==> src/rtl/fxp_add_arbiter.sv <==
// ============================================================================
// Module   : fxp_add_arbiter (with helper fxp_add)
// Brief    : Round-robin arbiter that shares one signed fixed-point adder
//            among N_REQ valid/ready requesters. The sum is registered and
//            tagged with the id of the requester that produced it.
//            Optional macro FXP_SAT_EN: saturate the sum on signed overflow.
// Revision : 1.0 - initial release
// ============================================================================
`default_nettype none

module fxp_add #(
  parameter int TOTAL_BITS = 16
) (
  input  logic [TOTAL_BITS-1:0] i_a,
  input  logic [TOTAL_BITS-1:0] i_b,
  output logic [TOTAL_BITS-1:0] o_sum,
  output logic                  o_ovf
);
  localparam int MSB = TOTAL_BITS - 1;

  logic [TOTAL_BITS-1:0] w_raw;

  assign w_raw = i_a + i_b;
  assign o_ovf = (i_a[MSB] == i_b[MSB]) & (w_raw[MSB] != i_a[MSB]);

`ifdef FXP_SAT_EN
  localparam logic [TOTAL_BITS-1:0] C_MAX = {1'b0, {(TOTAL_BITS-1){1'b1}}};
  localparam logic [TOTAL_BITS-1:0] C_MIN = {1'b1, {(TOTAL_BITS-1){1'b0}}};

  // Operand sign tells the overflow direction (both operands share it).
  assign o_sum = o_ovf ? (i_a[MSB] ? C_MIN : C_MAX) : w_raw;
`else
  assign o_sum = w_raw;
`endif

endmodule

module fxp_add_arbiter #(
  parameter int N_REQ      = 4,
  parameter int TOTAL_BITS = 16,
  localparam int ID_W      = $clog2(N_REQ)
) (
  input  logic                        clk,
  input  logic                        rst,
  input  logic [N_REQ-1:0]            req_valid,
  output logic [N_REQ-1:0]            req_ready,
  input  logic [N_REQ*TOTAL_BITS-1:0] req_a,
  input  logic [N_REQ*TOTAL_BITS-1:0] req_b,
  output logic                        res_valid,
  input  logic                        res_ready,
  output logic [TOTAL_BITS-1:0]       res_sum,
  output logic [ID_W-1:0]             res_id,
  output logic                        res_ovf
);
  localparam int IW1 = ID_W + 1;

  localparam logic [0:0] ST_EMPTY = 1'b0;
  localparam logic [0:0] ST_FULL  = 1'b1;

  logic [0:0]            r_state;
  logic [ID_W-1:0]       r_ptr;
  logic [TOTAL_BITS-1:0] r_sum;
  logic [ID_W-1:0]       r_id;
  logic                  r_ovf;

  logic                  w_can_accept;
  logic                  w_found;
  logic                  w_grant;
  logic [ID_W-1:0]       w_gnt_id;
  logic [IW1-1:0]        w_idx;
  logic [TOTAL_BITS-1:0] w_a;
  logic [TOTAL_BITS-1:0] w_b;
  logic [TOTAL_BITS-1:0] w_sum;
  logic                  w_ovf;

  assign res_valid = (r_state == ST_FULL);
  assign res_sum   = r_sum;
  assign res_id    = r_id;
  assign res_ovf   = r_ovf;

  assign w_can_accept = ~res_valid | res_ready;

  // Scan from r_ptr upward with wrap; the first valid requester wins.
  always_comb begin
    w_found  = 1'b0;
    w_gnt_id = '0;
    w_idx    = '0;
    for (int k = 0; k < N_REQ; k++) begin
      w_idx = {1'b0, r_ptr} + IW1'(k);
      if (w_idx >= IW1'(N_REQ)) begin
        w_idx = w_idx - IW1'(N_REQ);
      end
      if (!w_found && req_valid[w_idx[ID_W-1:0]]) begin
        w_found  = 1'b1;
        w_gnt_id = w_idx[ID_W-1:0];
      end
    end
  end

  assign w_grant   = ~rst & w_can_accept & w_found;
  assign req_ready = w_grant ? (N_REQ'(1) << w_gnt_id) : '0;

  assign w_a = req_a[w_gnt_id*TOTAL_BITS +: TOTAL_BITS];
  assign w_b = req_b[w_gnt_id*TOTAL_BITS +: TOTAL_BITS];

  fxp_add #(
    .TOTAL_BITS (TOTAL_BITS)
  ) u_fxp_add (
    .i_a   (w_a),
    .i_b   (w_b),
    .o_sum (w_sum),
    .o_ovf (w_ovf)
  );

  always_ff @(posedge clk or posedge rst) begin
    if (rst) begin
      r_state <= ST_EMPTY;
      r_ptr   <= '0;
      r_sum   <= '0;
      r_id    <= '0;
      r_ovf   <= 1'b0;
    end else if (w_grant) begin
      r_state <= ST_FULL;
      r_sum   <= w_sum;
      r_id    <= w_gnt_id;
      r_ovf   <= w_ovf;
      r_ptr   <= (w_gnt_id == ID_W'(N_REQ - 1)) ? '0 : w_gnt_id + ID_W'(1);
    end else if (res_ready) begin
      r_state <= ST_EMPTY;
    end
  end

endmodule

`default_nettype wire

==> config.mk <==
export PLATFORM = sky130hd
export DESIGN_NAME = fxp_add_arbiter
export DESIGN_NICKNAME = d
export VERILOG_FILES = /design/src/rtl/fxp_add_arbiter.sv
export SDC_FILE = /design/constraint.sdc
export NUM_CORES = 1
export LEC_CHECK = 0
export ABC_AREA = 1
export CORE_MARGIN = 1
export CORE_UTILIZATION = 47
export CTS_BUF_LIST = sky130_fd_sc_hd__clkbuf_8
export DETAILED_ROUTE_END_ITERATION = 8
export MAX_ROUTING_LAYER = met4
export PLACE_DENSITY = 0.9
export SLEW_MARGIN = 0
export SYNTH_ARGS = -nofsm -noshare
export SYNTH_HDL_FRONTEND = slang
export SYNTH_HIERARCHICAL = 1
export SYNTH_SLANG_ARGS = --single-unit
==> constraint.sdc <==
create_clock -name clk -period 4.3 [get_ports clk]
set_input_delay 0.43 -clock clk [delete_from_list [all_inputs] [get_ports clk]]
set_output_delay 0.43 -clock clk [all_outputs]
set_load 0.005 [all_outputs]
==> impl_results.md, run 1 <==
- DRT Pass-1 Iters: 5
- Dpl cells: 888
- Maximum clock insertion buffer count: 2
- Reg2Reg Setup Slack: approximately 740 ps
- Grt total ovfl: 0
- Critical path's largest stage delay: roughly 560 ps
- Total negative slack: 0 ps
- Worst skew pair latency: 260 ps
- Max Clk Rate: 281.0 MHz
- Initial DRC Count: approximately 300
- Seq/Total Area, Yosys: 16.11%
- Antenna-violating nets left: 0
- Setup Buffers After CTS: 0
- CP most frequent cell: nand2_1
- Core Footprint: between 0.006 and 0.007 mm^2
- Synth unique cells: 31
- Post-synth EDFFs: 0
- Period utilization: between 80% and 90%
- Hold buffers post-CTS: 0
- Async set-or-reset flop fraction in the synthesized netlist: 100.0%
- Post-DR wirelength/cell: 12.70 um
- Layout cell share with drive strength beyond 1: roughly 4.6%
- R2r startpoint: r_ptr[0]$_DFFE_PP0P_
- Post-synth top cells: nand2_1 (393), nand3_1 (81), inv_1 (48)
- RePlAce Congestion: roughly 0.97
- Max-cap violations: 0
- Crit start category: flip-flop
- Required time worst endpoint: between 4000 and 5000 ps
- Global-route wire length before repair: 18,450 um
- Syn_nets: 809
- Reg-to-Reg End: res_sum[15]$_DFFE_PP0P_
- Critical Path AT: approximately 3700 ps
- WL final: about 11,000 um
- Clock root cell: clkbuf_8
- Fin. max-slew vios: 0
- Non-filler cells, final: around 890
- Area share of the leading cell type in the synthesized netlist: a little over two fifths
- Sink Count: 22
- Final nets: approximately 950
- Area Growth Syn to Fin: 48.00%
- Crit path kind: reg2reg
- Min Clock Period, post-route: between 3000 and 4000 ps
- IO buf count: 158
- Effective utilization at floorplan: about half
- Largest net degree at the start of global routing: 65
- CP endpoint: res_sum[15]$_DFFE_PP0P_
- TritonCTS buffer count: 3
- Top FF cell, synth: dfrtp_1
- Post_cts resized: 0
- Setup violators final: 0
- FP Rows: 30
- Critical Path Fanout Max: 64
- Setup Skew: about 3.2 ps
- Vias in the first global route: roughly 4,300
- IO Pins: between 150 and 200
- Synth Area per Inst: a little over 5 um^2
- Unrepaired setup endpoints after global routing: false
- Post-route DRC: 0
- Clock tree from TritonCTS: built
- Top cells by area, synth: nand2_1 (43%), dfrtp_1 (16%), nand3_1 (12%), ha_1 (5.5%), inv_1 (5.3%)
- Yosys warnings: 6
- Status: finished, final reports clean
- Reg2Reg Depth: 24
- Synth Register Bits: 22
- Crit-path slowest cell: dfrtp_1
- Clk pin slew, worst setup/hold paths: 80 ps
- H-tree Lvls: 1
- Die Y: a little under 90 um
- Routed vias: between 4,000 and 5,000
- Hold crit path type: reg2reg
- Fin. Hold Viols: 0
- Diode count: 0
- Die area: around 0.0076 mm^2
- Worst path cell trace: inv_2 > nand2_1 > nand2_1 > nand2_1 > nand2_1 > nor2_4 > nand3_1 > nand2_2 > buf_4 > nand3_1 > nand2_1 > nand2_1 > nand2_1 > ha_1 > nand2_2 > inv_2 > nand2_1 > nand2_1 > a21oi_2 > nand2_2 > nand2_1 > nand2_1 > nand2_1 > nand2_1
- Initial antenna violation count: 0
- Dominant cell type by area after synthesis: nand2_1
- Most frequent cell after synthesis: nand2_1
- GRT Overall Usage: 31.25%
- Max-slew headroom: 44.62%
- DP Wirelength: ~9000 um
- Via density: about 5
- Synthesized cell area: around 0.0034 mm^2
- CP startpoint: r_ptr[0]$_DFFE_PP0P_
- Chip width: 87.27 um
- Synth Instances: ~660
- Least-Margin Pin Slew: 829.8 ps
- Worst Setup End Kind: flip-flop
[cell usage in the layout (no fill, tap or decap)]
cell type | netlist | layout
clkdlybuf4s50_1 | 0 | 158
nor3_4 | 1 | 1
or2_0 | 1 | 1
bufinv_16 | 0 | 1
nand2_1 | 393 | 392
inv_2 | 6 | 6
nor2_2 | 1 | 1
fa_1 | 1 | 1
clkbuf_8 | 0 | 3
nand4_1 | 2 | 2
ha_1 | 15 | 15
nand3b_1 | 3 | 3
dfrtp_1 | 22 | 22
or2_4 | 1 | 1
o21ai_0 | 1 | 1
nor2_4 | 1 | 1
nand2_2 | 12 | 13
xnor2_1 | 1 | 1
nor2_1 | 16 | 16
a21boi_0 | 1 | 1
nor3_1 | 1 | 1
nand3_1 | 81 | 81
inv_1 | 48 | 48
a21oi_1 | 9 | 9
and2_4 | 1 | 1
buf_4 | 7 | 6
o21ai_1 | 1 | 1
a21oi_2 | 1 | 1
xor2_1 | 6 | 6
nor3_2 | 1 | 1
buf_12 | 0 | 1
[layer usage]
layer	wire length, um	share of wire, %	GRT usage (%)	vias to the layer above
met5	0	0	-	-
met4	463	4.1	13.41	0
met3	659	5.8	2.464	40
met2	5556	49	57.39	229
met1	4648	41	34.45	1921
li1	-	-	-	2290
[metrics by stage]
| step | area (um^2) | hold WS, ps | utilization (%) | setup slack [ps] |
|---|---|---|---|---|
| CTS | 5057 | 489.0 | 73.22 | 788.6 |
| global route | 5057 | 501.0 | 73.22 | 361.6 |
| global placement | 4986 | 462.7 | 72.19 | 651.9 |
| floorplan | 3417 | 419.2 | - | 1420 |
| detailed placement | 4986 | 466.7 | 72.19 | 579.6 |
| finish | 5057 | 484.7 | 73.22 | 741.3 |
[cell type report]
| type | count | area [um^2] |
|---|---|---|
| clock inverters | 1 | 30.03 |
| well taps | 96 | 120.1 |
| fillers | 607 | 1849 |
| inverters | 54 | 202.7 |
| clock buffers | 3 | 41.29 |
| repair buffers | 165 | 1647 |
| multi-input cells | 551 | 2466 |
| flip-flops and latches | 22 | 550.5 |
[cell families after synthesis]
kind of cell	synth area share [%]
xor gates and xnor gates	1.794
DFF	16.11
adders and majority gates	6.078
AOI/OAI and AO/OA	2.087
buffers and inverters	11.79
and+or+nand+nor	62.14
[worst max-delay path, delay by kind of cell, from the launching register on]
kind / cells / cell delay (ps)
and+or+nand+nor: 19 / 1670
buffers and inverters: 3 / 700
DFF: 1 / 560
adders and majority gates: 1 / 330
AOI/OAI and AO/OA: 1 / 190
[sequential cells by signal (all words and copies together) (netlist names)]
register,flops
res_id,2
r_ptr,2
res_ovf,1
res_valid,1
res_sum,16
[worst min-delay path by stage]
stage / from / to / slack, ps / cells after the start
detailed placement: res_sum[7]$_DFFE_PP0P_ / res_sum[7]$_DFFE_PP0P_ / 470 / 2
CTS: res_sum[7]$_DFFE_PP0P_ / res_sum[7]$_DFFE_PP0P_ / 490 / 2
finish: res_sum[7]$_DFFE_PP0P_ / res_sum[7]$_DFFE_PP0P_ / 480 / 2
global placement: res_sum[12]$_DFFE_PP0P_ / res_sum[12]$_DFFE_PP0P_ / 460 / 2
floorplan: rst / r_ptr[0]$_DFFE_PP0P_ / 420 / 1
global route: res_sum[3]$_DFFE_PP0P_ / res_sum[3]$_DFFE_PP0P_ / 500 / 2
Power of run 1 is not shown: default switching activity piles up to over one toggle a cycle in this logic, so the estimate is an artifact.
==> inputs of run 2 (changes only) <==
CORE_UTILIZATION = 43   (was 47)
PLACE_DENSITY = 0.83   (was 0.9)
clock period = 3.3 ns   (was 4.3 ns; I/O delays follow)
==> impl_results.md, run 2 (synthesized netlist as in run 1, its figures left out) <==
- Layout cell share with drive strength beyond 1: 13.56% (+8.9 points)
- WL final: 13,290 um (+17%)
- H-tree Lvls: 1 (unchanged)
- Unrepaired setup endpoints after global routing: true
- CP most frequent cell: nand2_1
- IO buf count: 158 (unchanged)
- Reg-to-Reg End: res_sum[10]$_DFFE_PP0P_
- Worst Setup End Kind: flip-flop
- Reg2Reg Setup Slack: -4 ps (-750 ps)
- Most frequent cells in the layout: nand2_1 (371), clkdlybuf4s50_1 (158), nand3_1 (77)
- Total negative slack: -3.732 ps (-3.732 ps)
- Effective utilization at floorplan: 44.45% (-5.0 points)
- Worst path cell trace: buf_6 > nand2_1 > nand3_2 > nand2_4 > nor2_2 > nor2_2 > nand2_4 > clkbuf_16 > nand3_1 > nand2_2 > nand2_1 > nand2_1 > ha_2 > fa_2 > nand2_2 > nand2_2 > nand3b_1 > nand2_2 > nand2_2 > nand2_1 > nand2_1 > nand2_1 > nand2_1 > nand2_1
- Post-DR wirelength/cell: 14.32 um (+13%)
- CP startpoint: r_ptr[0]$_DFFE_PP0P_
- Routed vias: 4,832 (+7.9%)
- Failing checks: negative setup slack
- Largest register FFs: 16 (unchanged)
- DRT Pass-1 Iters: 5 (unchanged)
- Clock root cell: clkbuf_8
- Hold crit path type: reg2reg
- Initial DRC Count: 269 (-9.1%)
- Status: complete, but fails checks
- Die Y: 91.15 um (+4.4%)
- Maximum clock insertion buffer count: 2 (unchanged)
- Reg2Reg Depth: 24 (unchanged)
- Critical Path Fanout Max: 29 (-55%)
- Setup violators final: 1 (+1)
- Global-route wire length before repair: 18,620 um (+0.94%)
- Clk pin slew, worst setup/hold paths: 80 ps (about the same)
- Max-slew headroom: 41.19% (-3.4 points)
- Min Clock Period, post-route: 3304 ps (-254.9 ps)
- FP Rows: 32 (+6.7%)
- Vias in the first global route: 4,193 (-1.5%)
- Post-route setup slack: -3.732 ps (-745.1 ps)
- Fin. max-slew vios: 0 (unchanged)
- Sink Count: 22 (unchanged)
- Core Footprint: 0.007687 mm^2 (+11%)
- DP Wirelength: 9312 um (+1.7%)
- Max-cap violations: 0 (unchanged)
- Die area: 0.008307 mm^2 (+9.1%)
- Required time worst endpoint: 3460 ps (-1000 ps)
- Chip width: 91.15 um (+4.4%)
- Fin. Hold Viols: 0 (unchanged)
- Antenna-violating nets left: 0 (unchanged)
- Post-route DRC: 0 (unchanged)
- Clock tree from TritonCTS: built
- Crit start category: flip-flop
- Period utilization: 100.1% (+17 points)
- IO Pins: 159 (unchanged)
- Setup Skew: 6.103 ps (+2.920 ps)
- Initial antenna violation count: 0 (unchanged)
- Most common cell after layout, fill and taps aside: nand2_1
- Least-Margin Pin Slew: 881.1 ps (+51.28 ps)
- Area Growth Syn to Fin: 67.48%
- CP endpoint: res_sum[10]$_DFFE_PP0P_
- Diode count: 0 (unchanged)
- Max Clk Rate: 302.7 MHz (+7.7%)
- RePlAce Congestion: 0.9368 (-3.4%)
- Critical path's largest stage delay: 500 ps (-60 ps)
- Critical Path AT: 3460 ps (-260 ps)
- Via density: 5.207 (+3.7%)
- Crit-path slowest cell: dfrtp_2
- Final nets: 978 (+3.2%)
- GRT Overall Usage: 28.13% (-3.1 points)
- Grt total ovfl: 0 (unchanged)
- Largest net degree at the start of global routing: 59 (-9.2%)
- Worst skew pair latency: 260 ps (about the same)
- Crit path kind: reg2reg
- R2r startpoint: r_ptr[0]$_DFFE_PP0P_
- TritonCTS buffer count: 3 (unchanged)
## run 2: cell types whose count changed in the layout (fill, tap and decap cells not counted), moves of 6 or more
cell	previous run	this run
ha_4	0	7
nand2_1	392	371
buf_12	1	7
ha_1	15	5
buf_4	6	22
nand2_4	0	8
clkbuf_16	0	6
nand2_2	13	25
## run 2: metal layers
metal	vias up	wire, um	global-route usage [%]
met5	-	0	-
met4	0	432	7.937
met3	48	1002	3.183
met2	266	6362	49.31
met1	2163	5487	34.02
li1	2355	-	-
## run 2: cell type report
type,instances,area (um^2)
tap,102,127.6
multi-input combinational,551,2710
clock buffer,3,41.29
fill,646,1964
inverter,54,205.2
sequential,22,553.0
clock inverter,1,30.03
timing repair inverter,1,7.507
timing repair buffer,194,2048
## run 2: through the flow
stage | util [%] | hold slack, ps | setup slack (ps) | cell area [um^2] | instances
6_report | 74.45 | 479.4 | -3.732 | 5723 | 928
2_1_floorplan | - | 319.2 | 420.4 | 3417 | 658
3_3_place_gp | 67.69 | 462.3 | -16.42 | 5204 | 912
4_1_cts | 68.64 | 487.3 | 23.17 | 5276 | 916
3_5_place_dp | 67.69 | 465.3 | -165.2 | 5204 | 912
5_1_grt | 74.45 | 506.7 | -172.8 | 5723 | 928
## run 2: worst min-delay path by stage
stage                                  startpoint                 endpoint  slack [ps]  depth (start not counted)
after CTS                   res_id[0]$_DFFE_PP0P_    res_id[0]$_DFFE_PP0P_         490                          2
after global routing        res_id[0]$_DFFE_PP0P_    res_id[0]$_DFFE_PP0P_         510                          2
after detailed placement  res_sum[13]$_DFFE_PP0P_  res_sum[13]$_DFFE_PP0P_         470                          2
final                     res_sum[13]$_DFFE_PP0P_  res_sum[13]$_DFFE_PP0P_         480                          2
after floorplan                               rst     r_ptr[0]$_DFFE_PP0P_         320                          1
after global placement    res_sum[11]$_DFFE_PP0P_  res_sum[11]$_DFFE_PP0P_         460                          2
## run 2: critical path: cells and delay by family (launching register included)
kind	cells	cell delay, ps
simple gates	20	1700
fa+ha+maj	2	580
flops	1	500
buf+inv	2	390
## run 2: what timing repair did
action | 4_1_cts | 5_1_grt
setup endpoints to repair | 3 | 12
pin swaps | 0 | 15
hold buffers | 0 | 0
resized for setup | 1 | 58
buffers inserted | 0 | 5
cloned | 0 | 7
Power of run 2 is left out for the same reason.
